[src/rtl/vend_pkg.sv]
// Shared definitions for the vending customer panel: FSM states, coin codes,
// coin values and the response timeout.
package vend_pkg;

  typedef enum logic [2:0] {
    ST_IDLE     = 3'd0,
    ST_COLLECT  = 3'd1,
    ST_REQUEST  = 3'd2,
    ST_WAIT_RSP = 3'd3,
    ST_DISPENSE = 3'd4
  } vend_state_e;

  localparam logic [1:0] COIN_CODE_1   = 2'b00;
  localparam logic [1:0] COIN_CODE_2   = 2'b01;
  localparam logic [1:0] COIN_CODE_5   = 2'b10;
  localparam logic [1:0] COIN_CODE_BAD = 2'b11;

  localparam logic [3:0] COIN_VAL_1 = 4'd1;
  localparam logic [3:0] COIN_VAL_2 = 4'd2;
  localparam logic [3:0] COIN_VAL_5 = 4'd5;

  localparam logic [3:0] CREDIT_MAX  = 4'd15;
  localparam logic [3:0] RSP_TIMEOUT = 4'd15;

  // Value of a coin code; the invalid code maps to zero and is rejected anyway.
  function automatic logic [3:0] coin_amount(input logic [1:0] code);
    logic [3:0] amt;
    case (code)
      COIN_CODE_1: amt = COIN_VAL_1;
      COIN_CODE_2: amt = COIN_VAL_2;
      COIN_CODE_5: amt = COIN_VAL_5;
      default:     amt = 4'd0;
    endcase
    return amt;
  endfunction

endpackage

[src/rtl/vend_change_dispenser.sv]
// Refund down-counter: loaded with the amount to return, then emits one
// change_pulse per cycle until the count reaches zero.
module vend_change_dispenser (
  input  logic       clk,
  input  logic       rst_n,
  input  logic       load,
  input  logic [3:0] load_val,
  output logic       busy,
  output logic       change_pulse
);

  logic [3:0] cnt_q, cnt_d;
  logic       pulse_q, pulse_d;

  // Next count and pulse: a load takes precedence, otherwise count down to zero.
  always_comb begin
    cnt_d   = cnt_q;
    pulse_d = 1'b0;
    if (load) begin
      cnt_d = load_val;
    end else if (cnt_q != 4'd0) begin
      cnt_d   = cnt_q - 4'd1;
      pulse_d = 1'b1;
    end
  end

  // Count and pulse registers; reset abandons any refund in progress.
  always_ff @(posedge clk or negedge rst_n) begin
    if (!rst_n) begin
      cnt_q   <= 4'd0;
      pulse_q <= 1'b0;
    end else begin
      cnt_q   <= cnt_d;
      pulse_q <= pulse_d;
    end
  end

  assign busy         = (cnt_q != 4'd0);
  assign change_pulse = pulse_q;

endmodule

[src/rtl/vend_customer_panel.sv]
// Customer-facing panel of the vending machine: collects coins, forwards a
// purchase request to the vending core and returns change.
//
// state       | meaning
// ------------+------------------------------------------------------------
// ST_IDLE     | no credit, waiting for the first coin
// ST_COLLECT  | credit held, accepting coins, selection or cancel
// ST_REQUEST  | req_valid is high for this single cycle
// ST_WAIT_RSP | waiting for the core response, timeout down-counter running
// ST_DISPENSE | credit cleared, refund being paid out as change pulses
module vend_customer_panel
  import vend_pkg::*;
(
  input  logic       clk,
  input  logic       rst_n,
  input  logic       coin_valid,
  input  logic [1:0] coin_value,
  input  logic       sel_valid,
  input  logic [1:0] sel_code,
  input  logic [2:0] sel_count,
  input  logic       cancel,
  output logic       req_valid,
  output logic [1:0] req_code,
  output logic [2:0] req_count,
  output logic [3:0] req_money,
  input  logic       rsp_valid,
  input  logic       rsp_ok,
  input  logic [3:0] rsp_remaining,
  output logic [3:0] credit,
  output logic       coin_reject,
  output logic       change_pulse,
  output logic       vend_done,
  output logic       vend_fail
);

  vend_state_e state_q, state_d;
  logic [3:0]  credit_q, credit_d;
  logic [3:0]  tmr_q, tmr_d;
  logic        req_valid_q, req_valid_d;
  logic [1:0]  req_code_q, req_code_d;
  logic [2:0]  req_count_q, req_count_d;
  logic [3:0]  req_money_q, req_money_d;
  logic        coin_reject_q, coin_reject_d;
  logic        vend_done_q, vend_done_d;
  logic        vend_fail_q, vend_fail_d;

  logic        disp_load;
  logic [3:0]  disp_val;
  logic        disp_busy;

  logic [4:0]  coin_sum;
  logic        coin_ok;
  logic [3:0]  credit_with_coin;

  // Coin acceptance: valid code and the new credit must still fit in 4 bits.
  always_comb begin
    coin_sum = {1'b0, credit_q} + {1'b0, coin_amount(coin_value)};
    coin_ok  = (coin_value != COIN_CODE_BAD) && (coin_sum <= {1'b0, CREDIT_MAX});
    credit_with_coin = (coin_valid && coin_ok) ? coin_sum[3:0] : credit_q;
  end

  // Next-state and registered-output logic for the panel FSM.
  always_comb begin
    state_d       = state_q;
    credit_d      = credit_q;
    tmr_d         = tmr_q;
    req_valid_d   = 1'b0;
    req_code_d    = 2'd0;
    req_count_d   = 3'd0;
    req_money_d   = 4'd0;
    coin_reject_d = 1'b0;
    vend_done_d   = 1'b0;
    vend_fail_d   = 1'b0;
    disp_load     = 1'b0;
    disp_val      = 4'd0;

    case (state_q)
      ST_IDLE: begin
        if (coin_valid) begin
          if (coin_ok) begin
            credit_d = coin_sum[3:0];
            state_d  = ST_COLLECT;
          end else begin
            coin_reject_d = 1'b1;
          end
        end
      end

      ST_COLLECT: begin
        if (cancel) begin
          // A coin arriving with cancel is handed straight back.
          coin_reject_d = coin_valid;
          disp_load     = 1'b1;
          disp_val      = credit_q;
          credit_d      = 4'd0;
          state_d       = ST_DISPENSE;
        end else begin
          coin_reject_d = coin_valid && !coin_ok;
          credit_d      = credit_with_coin;
          if (sel_valid) begin
            req_valid_d = 1'b1;
            req_code_d  = sel_code;
            req_count_d = sel_count;
            req_money_d = credit_with_coin;
            state_d     = ST_REQUEST;
          end
        end
      end

      ST_REQUEST: begin
        coin_reject_d = coin_valid;
        tmr_d         = RSP_TIMEOUT - 4'd1;
        state_d       = ST_WAIT_RSP;
      end

      ST_WAIT_RSP: begin
        coin_reject_d = coin_valid;
        if (rsp_valid) begin
          vend_done_d = rsp_ok;
          vend_fail_d = !rsp_ok;
          disp_load   = 1'b1;
          disp_val    = rsp_ok ? rsp_remaining : credit_q;
          credit_d    = 4'd0;
          tmr_d       = 4'd0;
          state_d     = ST_DISPENSE;
        end else if (tmr_q == 4'd0) begin
          vend_fail_d = 1'b1;
          disp_load   = 1'b1;
          disp_val    = credit_q;
          credit_d    = 4'd0;
          state_d     = ST_DISPENSE;
        end else begin
          tmr_d = tmr_q - 4'd1;
        end
      end

      ST_DISPENSE: begin
        coin_reject_d = coin_valid;
        if (!disp_busy) begin
          state_d = ST_IDLE;
        end
      end

      default: begin
        state_d  = ST_IDLE;
        credit_d = 4'd0;
        tmr_d    = 4'd0;
      end
    endcase
  end

  // State, credit, timer and output registers.
  always_ff @(posedge clk or negedge rst_n) begin
    if (!rst_n) begin
      state_q       <= ST_IDLE;
      credit_q      <= 4'd0;
      tmr_q         <= 4'd0;
      req_valid_q   <= 1'b0;
      req_code_q    <= 2'd0;
      req_count_q   <= 3'd0;
      req_money_q   <= 4'd0;
      coin_reject_q <= 1'b0;
      vend_done_q   <= 1'b0;
      vend_fail_q   <= 1'b0;
    end else begin
      state_q       <= state_d;
      credit_q      <= credit_d;
      tmr_q         <= tmr_d;
      req_valid_q   <= req_valid_d;
      req_code_q    <= req_code_d;
      req_count_q   <= req_count_d;
      req_money_q   <= req_money_d;
      coin_reject_q <= coin_reject_d;
      vend_done_q   <= vend_done_d;
      vend_fail_q   <= vend_fail_d;
    end
  end

  vend_change_dispenser u_dispenser (
    .clk          (clk),
    .rst_n        (rst_n),
    .load         (disp_load),
    .load_val     (disp_val),
    .busy         (disp_busy),
    .change_pulse (change_pulse)
  );

  assign req_valid   = req_valid_q;
  assign req_code    = req_code_q;
  assign req_count   = req_count_q;
  assign req_money   = req_money_q;
  assign credit      = credit_q;
  assign coin_reject = coin_reject_q;
  assign vend_done   = vend_done_q;
  assign vend_fail   = vend_fail_q;

endmodule

[config.mk]
export PLATFORM = sky130hd
export DESIGN_NAME = vend_customer_panel
export DESIGN_NICKNAME = d
export VERILOG_FILES = /design/src/rtl/vend_pkg.sv /design/src/rtl/vend_change_dispenser.sv /design/src/rtl/vend_customer_panel.sv
export SDC_FILE = /design/constraint.sdc
export NUM_CORES = 1
export LEC_CHECK = 0
export ABC_AREA = 1
export CAP_MARGIN = 20
export CORE_UTILIZATION = 50
export DETAILED_ROUTE_END_ITERATION = 10
export PLACE_DENSITY = 0.78
export SYNTH_ARGS = -nofsm -noshare
export SYNTH_HDL_FRONTEND = slang
export SYNTH_SLANG_ARGS = --single-unit
[constraint.sdc]
create_clock -name clk -period 5 [get_ports clk]
set_input_delay 1 -clock clk [delete_from_list [all_inputs] [get_ports clk]]
set_output_delay 1 -clock clk [all_outputs]
set_load 0.05 [all_outputs]
==> results of run 1 <==
==> flip-flops by register name, indices dropped and copies added, names as in the netlist, 2 cells and up <==
register and flops:
req_count 3, tmr_q 4, req_code 2, u_dispenser.cnt_q 4, req_money 4, state_q 3, credit 4
==> layout make-up <==
class                           count  area, um^2  share of cell area, %
Clock buffer                        6        41.3                   1.92
Clock inverter                      2        10.0                  0.465
Inverter                           40         150                   6.97
Multi-Input combinational cell    149         813                   37.8
Sequential cell                    29         726                   33.7
Tap cell                           44        55.1                   2.56
Timing Repair Buffer               36         358                   16.6
==> power groups by stage <==
stage | sequential, mW | clock, mW | combinational, mW
after floorplan | 0.450 | 0 | 0.412
after global placement | 0.374 | 0 | 0.648
after detailed placement | 0.376 | 0 | 0.660
after CTS | 0.371 | 0.135 | 0.664
after global routing | 0.380 | 0.149 | 0.743
final | 0.370 | 0.133 | 0.662
==> synth_stat cells, drive strengths merged, types with 2 or more instances <==
library cell,n,area (um^2)
a21oi,9,45.0
nor2,28,135
o21ai,9,48.8
nand4,2,12.5
xor2,4,35.0
ha,5,62.6
dfrtp,29,726
nand3,27,170
nand2,54,208
inv,40,150
a22oi,4,30.0
==> stage by stage <==
| step | cell area [um^2] | worst slack [ps] | power [mW] | instances | utilization (%) |
|---|---|---|---|---|---|
| floorplan | 1690 | 2600 | 0.862 | 219 | - |
| global placement | 2100 | 1900 | 1.02 | 298 | 67.2 |
| detailed placement | 2100 | 1840 | 1.04 | 298 | 67.2 |
| CTS | 2150 | 2190 | 1.17 | 306 | 68.8 |
| global route | 2150 | 2000 | 1.27 | 306 | 68.8 |
| finish | 2150 | 2180 | 1.17 | 306 | 68.8 |
==> cell families after synthesis <==
kind of cell,synth area share [%]
xor gates and xnor gates,2.59
DFF,42.9
and+or+nand+nor,31.7
adders and majority gates,4.88
buffers and inverters,9.09
AOI/OAI and AO/OA,8.87
==> worst register-to-register path, cell delays in order, from the launching register on <==
cell     delay (ps)
dfrtp_1         430
ha_1            260
fa_1            410
nand3_1         100
nand4_1         210
inv_1           190
nand2_1          70
nand3_1         100
nand2_1          70
nand2_1          60
nand2_1          40
==> worst paths after layout <==
kind	startpoint	endpoint	slack, ps	cells past startpoint
min in group asynchronous	rst_n	tmr_q[2]	1040	2
max in group asynchronous	rst_n	req_money[2]	3690	2
worst min-delay path	u_dispenser.cnt_q[1]	u_dispenser.cnt_q[1]	510	2
worst max register to register	credit[0]	credit[2]	2950	10
worst min register to register	u_dispenser.cnt_q[1]	u_dispenser.cnt_q[1]	510	2
worst max-delay path	coin_value[0]	credit[2]	2180	12
==> metal layers <==
metal	vias to the layer above	GRT usage [%]	wire, um
met3	10	3.90	173
met4	0	11.3	82
met1	696	29.8	1680
li1	779	-	-
met5	-	0	0
met2	46	39.2	1760
==> impl_metrics.yaml, run 1 <==
status:
  outcome: "finished clean"
timing:
  fin_skew_ps: 5.48
  drv_slew: 0
  worst_slew_pin_slew_ps: 512
  hold_viol_final: 0
  rsz0062_at_grt: "no"
  tns_ps: 0
  max_freq_mhz: 355
  worst_hold_slack_ps: 511
  setup_viol: 0
  max-slew-margin-rel_pct: 65.8
  period_needed_ps: 2820
  period_share_pct: 56.3
setup_path:
  crit_slowest_cell: "clkdlybuf4s50_1"
  worstPathCellList: "clkdlybuf4s50_1 -> inv_1 -> ha_1 -> fa_1 -> nand3_1 -> nand4_1 -> inv_1 -> nand2_1 -> nand3_1 -> nand2_1 -> nand2_1 -> nand2_1"
  max_stage_delay_ps: 490
  path_delay_family: "buffers and inverters"
  path_buf_inv: 3
  crit_arrival_ps: 3040
  worstSetupEndpointType: "flop"
  path_class: "input pin to flop"
  required_ps: 5220
  worst-path-max-fanout: 5
  critPathLaunchType: "input pin"
  path_common_cell: "nand2_1"
detailed_routing:
  drt-wirelength-per-cell_um: 12.1
  wl_mm: 3.69
  drt_iter0_drc: 61
  ant_nets: 0
  post-route-drc-count: 0
  drt-pass1-iter-count: 4
  num_vias: 1531
  routed_via_density: 5.00
clock_network:
  hold_buffers: 0
  insertion_delay_ps: 330
  path_clk_slew_ps: 90
  cts-root-buf: "clkbuf_4"
  clk_path_buf_depth: 2
  cts_setup_buffers: 0
  ctsResizeCount: 0
  clock_sinks: 29
  cts_buffers: 5
  htree_levels: 2
  cts_tree: "yes"
floorplan:
  die_h_um: 60.2
  io_pins: 36
  core_region_area_um2: 3130
  num_rows: 20
  start_util_pct: 54.1
  die-area_um2: 3620
  die_w_um: 60.2
layout:
  layout-drive-gt1-share_pct: 10.7
  final_common_cell: "nand2_1"
  final_nets: 285
  final_cell_mix: "52 x nand2_1, 37 x inv_1, 35 x clkdlybuf4s50_1"
  antenna_cells: 0
  area_growth_pct: 27.2
  fillers: 267
logic_synthesis:
  avgSynthCellArea_um2: 7.73
  async_flop_share_pct: 100
  ys_warn_count: 0
  synth_fp_nets: 243
  syn_inst: 219
  synth_cell_types: 27
  yosysSeqAreaShare_pct: 42.9
  syn-cell-area_um2: 1690
  synth_seq_cells: 29
  synth-edff-count: 0
  ys.flop_type: "dfrtp_1"
global_route:
  grt_max_degree: 30
  first_global_vias: 1369
  antenna_found_initial: 0
  gr-total-overflow: 0
  track_usage_pct: 23.7
  grt_pass1_wl_mm: 6.09
place:
  port-buffer-count: 35
  place_congestion: 0.894
  hpwl_mm: 2.91
power:
  p_leak_nw: 1.12
  p_comb_share_pct: 56.8
  p_per_area_nw_per_um2: 541
  power_switching_mw: 0.567
  intPower_mw: 0.598
  pwr-share-clk_pct: 11.4
  sw_frac_of_total_pct: 48.6
  seq_power_share_pct: 31.8
  vdd_drop_max_mv: 0.325
hold_path:
  hold_class: "flop to flop"
run:
  drv_cap: 0
Note: power is estimated with default switching activity, not from simulation.
==> run 2, diff against run 1 <==
--- a/config.mk
+++ b/config.mk
@@ -7,9 +7,9 @@
 export LEC_CHECK = 0
 export ABC_AREA = 1
 export CAP_MARGIN = 20
-export CORE_UTILIZATION = 50
+export CORE_UTILIZATION = 46
 export DETAILED_ROUTE_END_ITERATION = 10
-export PLACE_DENSITY = 0.78
+export PLACE_DENSITY = 0.75
 export SYNTH_ARGS = -nofsm -noshare
 export SYNTH_HDL_FRONTEND = slang
 export SYNTH_SLANG_ARGS = --single-unit
==> constraint.sdc (replaced) <==
create_clock -name clk -period 2.58 [get_ports clk]
set_input_delay 0.516 -clock clk [delete_from_list [all_inputs] [get_ports clk]]
set_output_delay 0.516 -clock clk [all_outputs]
set_load 0.05 [all_outputs]
==> impl_metrics.yaml, run 2 (same netlist as run 1, synthesis figures left out) <==
status:
  outcome: "finished clean"
floorplan:
  io_pins: 36
  die-area_um2: 3930
  start_util_pct: 49.2
  die_w_um: 62.7
  die_h_um: 62.7
  num_rows: 21
  core_region_area_um2: 3440
run:
  drv_cap: 0
timing:
  worst_hold_slack_ps: 515
  rsz0062_at_grt: "no"
  max-slew-margin-rel_pct: 66.5
  worst_slew_pin_slew_ps: 501
  drv_slew: 0
  max_freq_mhz: 417
  hold_viol_final: 0
  period_needed_ps: 2400
  fin_skew_ps: 5.86
  period_share_pct: 93.0
  setup_viol: 0
layout:
  fillers: 305
  area_growth_pct: 30.7
  final_common_cell: "nand2_1"
  final_nets: 286
  final_cell_mix: "52 x nand2_1, 37 x inv_1, 35 x clkdlybuf4s50_1"
  antenna_cells: 0
  fin_area_um2: 2210
  layout-drive-gt1-share_pct: 11.4
  final_util_pct: 64.3
setup_path:
  critPathLaunchType: "input pin"
  rr_worst_depth: 8
  worst-path-max-fanout: 6
  path_class: "input pin to flop"
  required_ps: 2750
  worstSetupEndpointType: "flop"
  crit_arrival_ps: 2570
clock_network:
  insertion_delay_ps: 280
  clk_path_buf_depth: 2
  cts_tree: "yes"
  ctsResizeCount: 0
  path_clk_slew_ps: 60
  cts-root-buf: "clkbuf_8"
  htree_levels: 2
  cts_buffers: 5
  clock_sinks: 29
  cts_setup_buffers: 0
  hold_buffers: 0
global_route:
  gr-total-overflow: 0
  first_global_vias: 1474
  antenna_found_initial: 0
  track_usage_pct: 21.3
  grt_pass1_wl_mm: 6.38
  grt_max_degree: 30
detailed_routing:
  num_vias: 1529
  drt-pass1-iter-count: 4
  ant_nets: 0
  wl_mm: 3.82
  drt-wirelength-per-cell_um: 12.3
  drt_iter0_drc: 71
  post-route-drc-count: 0
  routed_via_density: 4.95
power:
  seq_power_share_pct: 29.7
  vdd_drop_max_mv: 0.490
  p_comb_share_pct: 53.4
  intPower_mw: 1.30
  power_switching_mw: 1.12
  p_leak_nw: 1.15
  p_per_area_nw_per_um2: 1100
  pwr-share-clk_pct: 16.9
  sw_frac_of_total_pct: 46.3
  power.total_mw: 2.42
place:
  place_congestion: 0.854
  port-buffer-count: 35
  post_dp_cell_area_um2: 2110
  hpwl_mm: 2.99
hold_path:
  hold_class: "flop to flop"
  min_path_cells: 2
## run 2: cell types whose count changed in the layout (fill, tap and decap cells not counted), sizes merged
cell    change
buf         +1
clkinv      -1
clkbuf      +1
## run 2: area by class of cell
type / instances / area [um^2] / share of cell area (%)
clock inverters: 1 / 5.00 / 0.226
inverters: 40 / 150 / 6.78
repair buffers: 37 / 365 / 16.5
multi-input cells: 149 / 813 / 36.7
flip-flops and latches: 29 / 726 / 32.8
clock buffers: 7 / 96.3 / 4.35
well taps: 46 / 57.6 / 2.60
## run 2: layer usage
layer | up-vias | part of all wire (%) | global-route usage, % | wire (um)
met5 | - | 0 | 0 | 0
met4 | 0 | 1.8 | 8.72 | 68
met3 | 7 | 4.2 | 4.20 | 159
met2 | 39 | 49 | 37.6 | 1880
met1 | 706 | 45 | 25.1 | 1710
li1 | 777 | - | - | -
## run 2: final timing paths
| path | from | to | slack (ps) |
|---|---|---|---|
| worst max-delay path | coin_value[0] | credit[3] | 180 |
| worst min-delay path | u_dispenser.cnt_q[1] | u_dispenser.cnt_q[1] | 510 |
| worst max register to register | credit[0] | credit[3] | 480 |
| worst min register to register | u_dispenser.cnt_q[1] | u_dispenser.cnt_q[1] | 510 |
| max in group asynchronous | rst_n | req_valid | 1690 |
| min in group asynchronous | rst_n | coin_reject | 610 |
## run 2: critical path: stages
cell	delay, ps
clkdlybuf4s50_1	490
inv_1	60
ha_1	220
fa_1	400
nand3_1	100
nand3_1	140
nand2_1	130
o211ai_2	150
o21ai_0	260
nand2_1	90
## run 2: power groups by stage
stage	registers (mW)	clock network, mW	logic (mW)
2_1_floorplan	0.872	0	0.798
3_3_place_gp	0.719	0	1.26
3_5_place_dp	0.724	0	1.29
4_1_cts	0.718	0.414	1.30
5_1_grt	0.735	0.440	1.45
6_report	0.719	0.410	1.30
## run 2: stage by stage
step | setup slack, ps | TNS [ps] | instances
detailed placement | -37.0 | -86.9 | 301
floorplan | 517 | 0 | 219
global placement | 4.22 | 0 | 301
global route | 58.9 | 0 | 309
CTS | 245 | 0 | 309
finish | 179 | 0 | 309
